==> src/rtl/wb_arbiter.sv <==
// Write-back arbiter: owns the register-file write port, giving single-cycle ALU results priority
// over slow results queued in a small FIFO. Queued entries that an ALU write overtakes are killed.
module wb_arbiter #(
  parameter int DEPTH = 4,
  parameter int CNT_W = 3
) (
  input  logic              clk,
  input  logic              SYS_reset,
  input  logic              WB_alu_valid,
  input  logic [4:0]        WB_alu_addr,
  input  logic [31:0]       WB_alu_data,
  input  logic              WB_mem_valid,
  output logic              WB_mem_ready,
  input  logic [4:0]        WB_mem_addr,
  input  logic [31:0]       WB_mem_data,
  output logic [4:0]        REG_address_wr,
  output logic              REG_write_1,
  output logic [31:0]       REG_data_wb_in1,
  output logic [31:0]       WB_busy_mask,
  output logic [CNT_W-1:0]  WB_count
);

  localparam int PTR_W = CNT_W - 1;

  logic              live_reg [DEPTH];
  logic [4:0]        addr_reg [DEPTH];
  logic [31:0]       data_reg [DEPTH];
  logic [PTR_W-1:0]  head_reg, tail_reg;
  logic [CNT_W-1:0]  count_reg, count_next;

  logic alu_issue;
  logic fifo_empty;
  logic push;
  logic pop;

  assign alu_issue    = WB_alu_valid && (WB_alu_addr != 5'd0);
  assign fifo_empty   = (count_reg == '0);
  assign WB_mem_ready = SYS_reset && (count_reg < CNT_W'(DEPTH));
  // An address-0 handshake completes but occupies no slot.
  assign push         = WB_mem_valid && WB_mem_ready && (WB_mem_addr != 5'd0);
  assign pop          = !alu_issue && !fifo_empty;
  assign WB_count     = count_reg;

  always_comb begin
    count_next = count_reg;
    if (push && !pop) begin
      count_next = count_reg + 1'b1;
    end else if (!push && pop) begin
      count_next = count_reg - 1'b1;
    end
  end

  // The tail slot is always free when pushing, so a same-edge push overrides any kill match there.
  always_ff @(posedge clk or negedge SYS_reset) begin
    if (!SYS_reset) begin
      for (int i = 0; i < DEPTH; i++) begin
        live_reg[i] <= 1'b0;
        addr_reg[i] <= 5'd0;
        data_reg[i] <= 32'd0;
      end
    end else begin
      for (int i = 0; i < DEPTH; i++) begin
        if (push && (tail_reg == PTR_W'(i))) begin
          live_reg[i] <= 1'b1;
          addr_reg[i] <= WB_mem_addr;
          data_reg[i] <= WB_mem_data;
        end else if (pop && (head_reg == PTR_W'(i))) begin
          live_reg[i] <= 1'b0;
        end else if (alu_issue && (addr_reg[i] == WB_alu_addr)) begin
          live_reg[i] <= 1'b0;
        end
      end
    end
  end

  always_ff @(posedge clk or negedge SYS_reset) begin
    if (!SYS_reset) begin
      head_reg  <= '0;
      tail_reg  <= '0;
      count_reg <= '0;
    end else begin
      if (push) begin
        tail_reg <= tail_reg + 1'b1;
      end
      if (pop) begin
        head_reg <= head_reg + 1'b1;
      end
      count_reg <= count_next;
    end
  end

  // A killed head still takes its slot; address and data are left as they were.
  always_ff @(posedge clk or negedge SYS_reset) begin
    if (!SYS_reset) begin
      REG_write_1     <= 1'b0;
      REG_address_wr  <= 5'd0;
      REG_data_wb_in1 <= 32'd0;
    end else if (alu_issue) begin
      REG_write_1     <= 1'b1;
      REG_address_wr  <= WB_alu_addr;
      REG_data_wb_in1 <= WB_alu_data;
    end else if (pop) begin
      REG_write_1 <= live_reg[head_reg];
      if (live_reg[head_reg]) begin
        REG_address_wr  <= addr_reg[head_reg];
        REG_data_wb_in1 <= data_reg[head_reg];
      end
    end else begin
      REG_write_1 <= 1'b0;
    end
  end

  logic [DEPTH-1:0][31:0] entry_mask;
  logic [31:0]            mask_all;

  generate
    for (genvar gi = 0; gi < DEPTH; gi++) begin : g_entry_mask
      assign entry_mask[gi] = live_reg[gi] ? (32'd1 << addr_reg[gi]) : 32'd0;
    end
  endgenerate

  always_comb begin
    mask_all = 32'd0;
    for (int i = 0; i < DEPTH; i++) begin
      mask_all = mask_all | entry_mask[i];
    end
  end

  assign WB_busy_mask = {mask_all[31:1], 1'b0};

endmodule
==> config.mk <==
export PLATFORM = sky130hd
export DESIGN_NAME = wb_arbiter
export DESIGN_NICKNAME = d
export VERILOG_FILES = /design/src/rtl/wb_arbiter.sv
export SDC_FILE = /design/constraint.sdc
export NUM_CORES = 1
export LEC_CHECK = 0
export CORE_UTILIZATION = 59
export DETAILED_ROUTE_END_ITERATION = 10
export GPL_TIMING_DRIVEN = 1
export PLACE_DENSITY_LB_ADDON = 0.08
export RECOVER_POWER = 50
export SETUP_SLACK_MARGIN = 0.3
export SLEW_MARGIN = 30
export SYNTH_ARGS = -nofsm -noshare
export SYNTH_HDL_FRONTEND = slang
export SYNTH_SLANG_ARGS = --single-unit
==> constraint.sdc <==
create_clock -name clk -period 3.47 [get_ports clk]
set_clock_uncertainty 0.1 [all_clocks]
set_input_delay 0.694 -clock clk [delete_from_list [all_inputs] [get_ports clk]]
set_output_delay 0.694 -clock clk [all_outputs]
set_load 0.02 [all_outputs]
## Word level (Yosys, flattened, before mapping)

Cells that the tools add are included.
W data, S select, Z words.

| operators by class | value |
|---|---|
| bitwise logic cells | 4 |
| equality and inequality tests | 10 |
| reductions and logical operators | 36 |
| add/sub/neg operators | 4 |
| muxes and demuxes | 35 |
| shift operators | 4 |
| $lt $le $gt $ge | 2 |

Operators with widths:

| operator | number |
|---|---|
| $mux W32 | 9 |
| $shl A1 B5 Y32 const A | 4 |
| $or A32 B32 Y32 | 3 |
| $bmux W32 S2 | 1 |
| $mux W5 | 5 |
| $eq A5 B5 Y1 | 4 |
| $logic_and A1 B1 Y1 | 19 |
| $mux W1 | 16 |
| $reduce_bool A3 Y1 | 4 |
| $bmux W5 S2 | 1 |
| $reduce_bool A5 Y1 | 2 |
| $eq A2 B2 Y1 const B | 4 |
| $mux W3 | 2 |
| $reduce_bool A2 Y1 | 3 |
| $add A2 B1 Y2 const B | 2 |
| $eq A2 B1 Y1 const B | 2 |
| $logic_not A1 Y1 | 4 |
| $logic_not A2 Y1 | 2 |
| $add A3 B1 Y3 const B | 1 |
| $ge A3 B3 Y1 const B | 1 |
| $logic_not A3 Y1 | 1 |
| $lt A3 B3 Y1 const B | 1 |
| $not A2 Y3 | 1 |
| $sub A3 B1 Y3 const B | 1 |
| other kinds (2) | 2 |

| word-level totals | value |
|---|---|
| input bits | 78 |
| register bits | 197 |

## Logic depth before layout (Yosys ltp)

| depth | value |
|---|---|
| word-level depth | 8 |
| depth in mapped cells | 12 |

## Least setup slack after synthesis

OpenSTA, ideal clock, no wires.

| timing path | value |
|---|---|
| path kind | input to register |
| start point | input port WB_alu_addr[1] |
| end point | register count_reg[1] (netlist: WB_count[1]) |
| slack | 0.366 ns |
| stages on the path | 10 |
| arrival | 2.879 ns |
| required time | 3.245 ns |
| library setup time | 0.125 ns |
| buffers on the path | 2 |
| cells stage by stage | buf_2 -> or4_4 -> o21ai_4 -> buf_4 -> and2_1 -> inv_1 -> ha_1 -> inv_1 -> fa_1 -> mux2_2 |

| between the ends | value |
|---|---|
| cells in the longest elaborated chain, start to end | 7 |
| elaborated cells between the ends (all ways) | 9 |
| those cells by class | mux (1); reduce/logical (8) |

Ends and longest elaborated chain:

| element | RTL line | source |
|---|---|---|
| start, declared | 10 | `input logic [4:0] WB_alu_addr,` |
| $reduce_bool A5 Y1 | 36 | `assign alu_issue = WB_alu_valid && (WB_alu_addr != 5'd0);` |
| $logic_and A1 B1 Y1 | 36 |  |
| $logic_not A1 Y1 | 41 | `assign pop = !alu_issue && !fifo_empty;` |
| $logic_and A1 B1 Y1 | 41 |  |
| $logic_not A1 Y1 | 46 | `if (push && !pop) begin` |
| $logic_and A1 B1 Y1 | 46 |  |
| $mux W3 | 46 |  |
| named net count_next[1] | 29 | `logic [CNT_W-1:0] count_reg, count_next;` |
| end signal, assigned | 88 | `count_reg <= count_next;` |
| end, declared | 29 |  |

The timed path passes the listed nets, and every way through them passes these cells.
A chain may end at the register's enable or synchronous reset.

## Worst setup path in the final report

| timing path | value |
|---|---|
| start point | register addr_reg[5] in the netlist's numbering |
| end point | output port WB_busy_mask[2] |

| between the ends | value |
|---|---|
| cells in the longest elaborated chain, start to end | 4 |

Ends and longest elaborated chain:

| element | RTL line | source |
|---|---|---|
| start, declared | 26 | `logic [4:0] addr_reg [DEPTH];` |
| start signal, assigned by index | 65 | `addr_reg[i] <= WB_mem_addr;` |
| $shl A1 B5 Y32 | 118 | `assign entry_mask[gi] = live_reg[gi] ? (32'd1 << addr_reg[gi]) : 32'd0;` |
| $mux W32 | 118 |  |
| $or A32 B32 Y32 (2 in a row) | 125 | `mask_all = mask_all \| entry_mask[i];` |
| end, declared | 19 | `output logic [31:0] WB_busy_mask,` |

No other way between the ends.

==> flow_summary_export.csv <==
group,metric,value,unit
place,post-dp-hpwl,17200,um
floorplan,rows,47,
yosys,synth_nets,864,
detailed_routing,routed_via_density,6.28,
timing,fin_crit_sh,90.1,%
timing,tightestPinTransition,1.77,ns
timing,hold_viol_final,0,
floorplan,die_h,133,um
yosys,synth_top_family_by_area,"multiplexers",
min_path,hold_path.class,"reg2reg",
yosys,synthAdderAreaFrac,1.31,%
cells_and_area,fin_util,75.0,%
global_routing,antenna_found_initial,0,
timing,fin_crit,3.13,ns
timing,fmax,0.320,GHz
clock_tree,cts.htree.levels,4,
yosys,syn_area,10100,um^2
floorplan,die_area,17700,um^2
timing,finalSetupTns,0,ns
yosys,synth_edf_count,0,
place,place_inst,1109,
yosys,synth_most_common_cell,"dfrtp_1",
clock_tree,numCtsBuffers,17,
yosys,synth_common_cells,"197 x dfrtp_1, 148 x mux2_2, 42 x nand3_1",
yosys,synth_ff_type,"dfrtp_1",
setup_path,worstPathRequired,2.68,ns
cells_and_area,largest_reg_flops,128,
detailed_routing,drt_iter0_markers,508,
yosys,synth.avg_cell_area,13.1,um^2
global_routing,grt_pass1_wl,41900,um
cells_and_area,drive_gt1_share,30.9,%
yosys,yosys.area_share.simple,7.55,%
clock_tree,cts_buffer_depth,2,
place,place_congestion,0.949,
yosys,ys_seq_elements,197,
floorplan,core,16700,um^2
setup_path,worstPathCellList,"or3b_2 -> o221ai_1 -> clkdlybuf4s50_1",
yosys,async_flop_share,100,%
detailed_routing,wl,25900,um
setup_path,end_kind,"output port",
detailed_routing,drcViolationCount,0,
status,failed_checks,"max-capacitance violations, max-slew violations",
timing,fin_hold_ws,0.405,ns
yosys,synth_seq_area_share,48.6,%
clock_tree,cts_root_buffer,"clkbuf_16",
yosys,netlist_instances,776,
pwr,power.density,877,nW/um^2
yosys,synth_cell_type_count,44,
timing,rsz0062_at_grt,"true",
setup_path,crit_arrival,2.33,ns
detailed_routing,ant_nets,0,
setup_path,critPathMaxStageDelay,0.65,ns
yosys,synth_warnings,0,
yosys,synthMuxAreaShare,28.3,%
floorplan,chipWidth,133,um
setup_path,criticalPathCategory,"reg2out",
setup_path,cp_max_fo,11,
cells_and_area,antennaDiodeCount,0,
global_routing,grt_usage,30.9,%
clock_tree,clk_pin_slew_worst_paths,0.08,ns
clock_tree,clock-sinks,197,
pwr,irDropWorstVdd,499,uV
yosys,synth_compound_area_share,7.55,%
timing,setup_viol_count_final,0,
status,outcome,"finished with violations",
global_routing,overflow,0,
setup_path,slowest_stage,"clkdlybuf4s50_1",
flow_run,cap_violations,1,
clock_tree,worst_skew_pair.late_latency,0.44,ns
cells_and_area,fillers,1086,
detailed_routing,dr_total_vias,7196,
global_routing,grt_max_degree,82,
timing,drv_slew,74,
floorplan,io_pins,152,
clock_tree,cts_tree,"built",
setup_path,startpoint_type,"flip-flop",
detailed_routing,first_pass_iters,6,
cells_and_area,fin_area,12500,um^2
yosys,synth-xor-area-share,2.16,%
cells_and_area,instances_no_fill,1145,
cells_and_area,syn_to_final_growth,23.5,%
pwr,cellLeakagePower,0.00556,uW
yosys,yosys-top-cells-area,"dfrtp_1 49%, mux2_2 16%, mux4_2 8.4%, mux2i_1 3.4%, nand3_1 2.1%",
global_routing,grt_pass1_vias,7677,
floorplan,initial_core_util,60.7,%
setup_path,rrSetupSlack,0.84,ns
yosys,synth_top_area_share,48.6,%
cells_and_area,nets,1000,
place,portBuffers,150,
place,place_area,11800,um^2
detailed_routing,wl_per_cell,22.6,um
timing,slew_headroom,-17.7,%
yosys,yosysTopAreaCell,"dfrtp_1",
[layout make-up]
class / instances / area, um^2 / area share [%]
inverters: 12 / 45.0 / 0.360
flip-flops and latches: 197 / 4950 / 39.5
clock buffers: 17 / 425 / 3.40
repair buffers: 182 / 1820 / 14.5
clock inverters: 15 / 190 / 1.52
multi-input cells: 502 / 4820 / 38.5
well taps: 220 / 275 / 2.20
[layer usage]
| metal | track usage (%) | up-vias | wire length, um |
|---|---|---|---|
| met3 | 6.54 | 41 | 1670 |
| met2 | 52.2 | 296 | 13100 |
| li1 | - | 3178 | - |
| met5 | 0 | - | 0 |
| met1 | 40.2 | 3681 | 10600 |
| met4 | 9.97 | 0 | 468 |
[kinds of logic (layout without fill, tap and decap cells)]
| family | count (synthesis) | after routing |
|---|---|---|
| compound gates | 110 | 110 |
| other cells | 1 | 1 |
| simple gates | 135 | 135 |
| fa+ha+maj | 10 | 10 |
| flops | 197 | 197 |
| buf+inv | 77 | 226 |
| mux | 221 | 221 |
| xor+xnor | 25 | 25 |
[stage by stage]
step           setup WS (ns)  total power, uW
3_3_place_gp           0.120             8690
2_1_floorplan          0.366             7300
6_report               0.344            11000
3_5_place_dp          0.0612             8990
5_1_grt                0.157            11600
4_1_cts                0.211            11100
[worst max-delay path: cells and delay by family, from the launching register on]
kind                   cells  cell delay, ns
buffers and inverters      1            0.65
AND/OR/NAND/NOR            1            0.55
AO/OA/AOI/OAI              1            0.19
flip-flops                 1            0.52
[timing repair]
action | 4_1_cts | 5_1_grt
hold buffers | 0 | 0
pin swaps | 1 | 0
endpoints found under the setup margin | 25 | 23
buffers inserted | 2 | 2
resized for setup | 21 | 22
[where the power goes]
group / total [uW] / leakage (uW) / switching, uW / internal (uW)
clock: 2010 / 0.000301 / 1020 / 995
sequential: 4350 / 0.00240 / 938 / 3410
combinational: 4620 / 0.00286 / 2170 / 2450
[path summary, 6_finish.rpt]
path / from / to / cells past startpoint
worst max-delay path: addr_reg[5] / WB_busy_mask[2] / 3
worst min-delay path: REG_data_wb_in1[27] / REG_data_wb_in1[27] / 2
worst max register to register: WB_count[0] / WB_count[2] / 9
min in group asynchronous: SYS_reset / data_reg[123] / 2
worst min register to register: REG_data_wb_in1[27] / REG_data_wb_in1[27] / 2
max in group asynchronous: SYS_reset / addr_reg[5] / 3
[placed cells by master, fill, tap and decap left out, types with 13 or more instances in the layout]
cell type	synthesis	final
nand3_1	42	40
dlygate4sd3_1	0	34
nand2_1	23	23
dfrtp_1	197	184
mux4_2	38	38
a221o_1	14	14
dfrtp_2	0	13
nor2_1	17	15
buf_4	12	23
mux2_2	148	148
a22oi_1	15	15
clkdlybuf4s50_1	0	100
o21ai_1	29	29
xnor2_1	15	15
clkbuf_16	0	17
mux2i_1	34	34
Power figures use the tool's default switching activity.
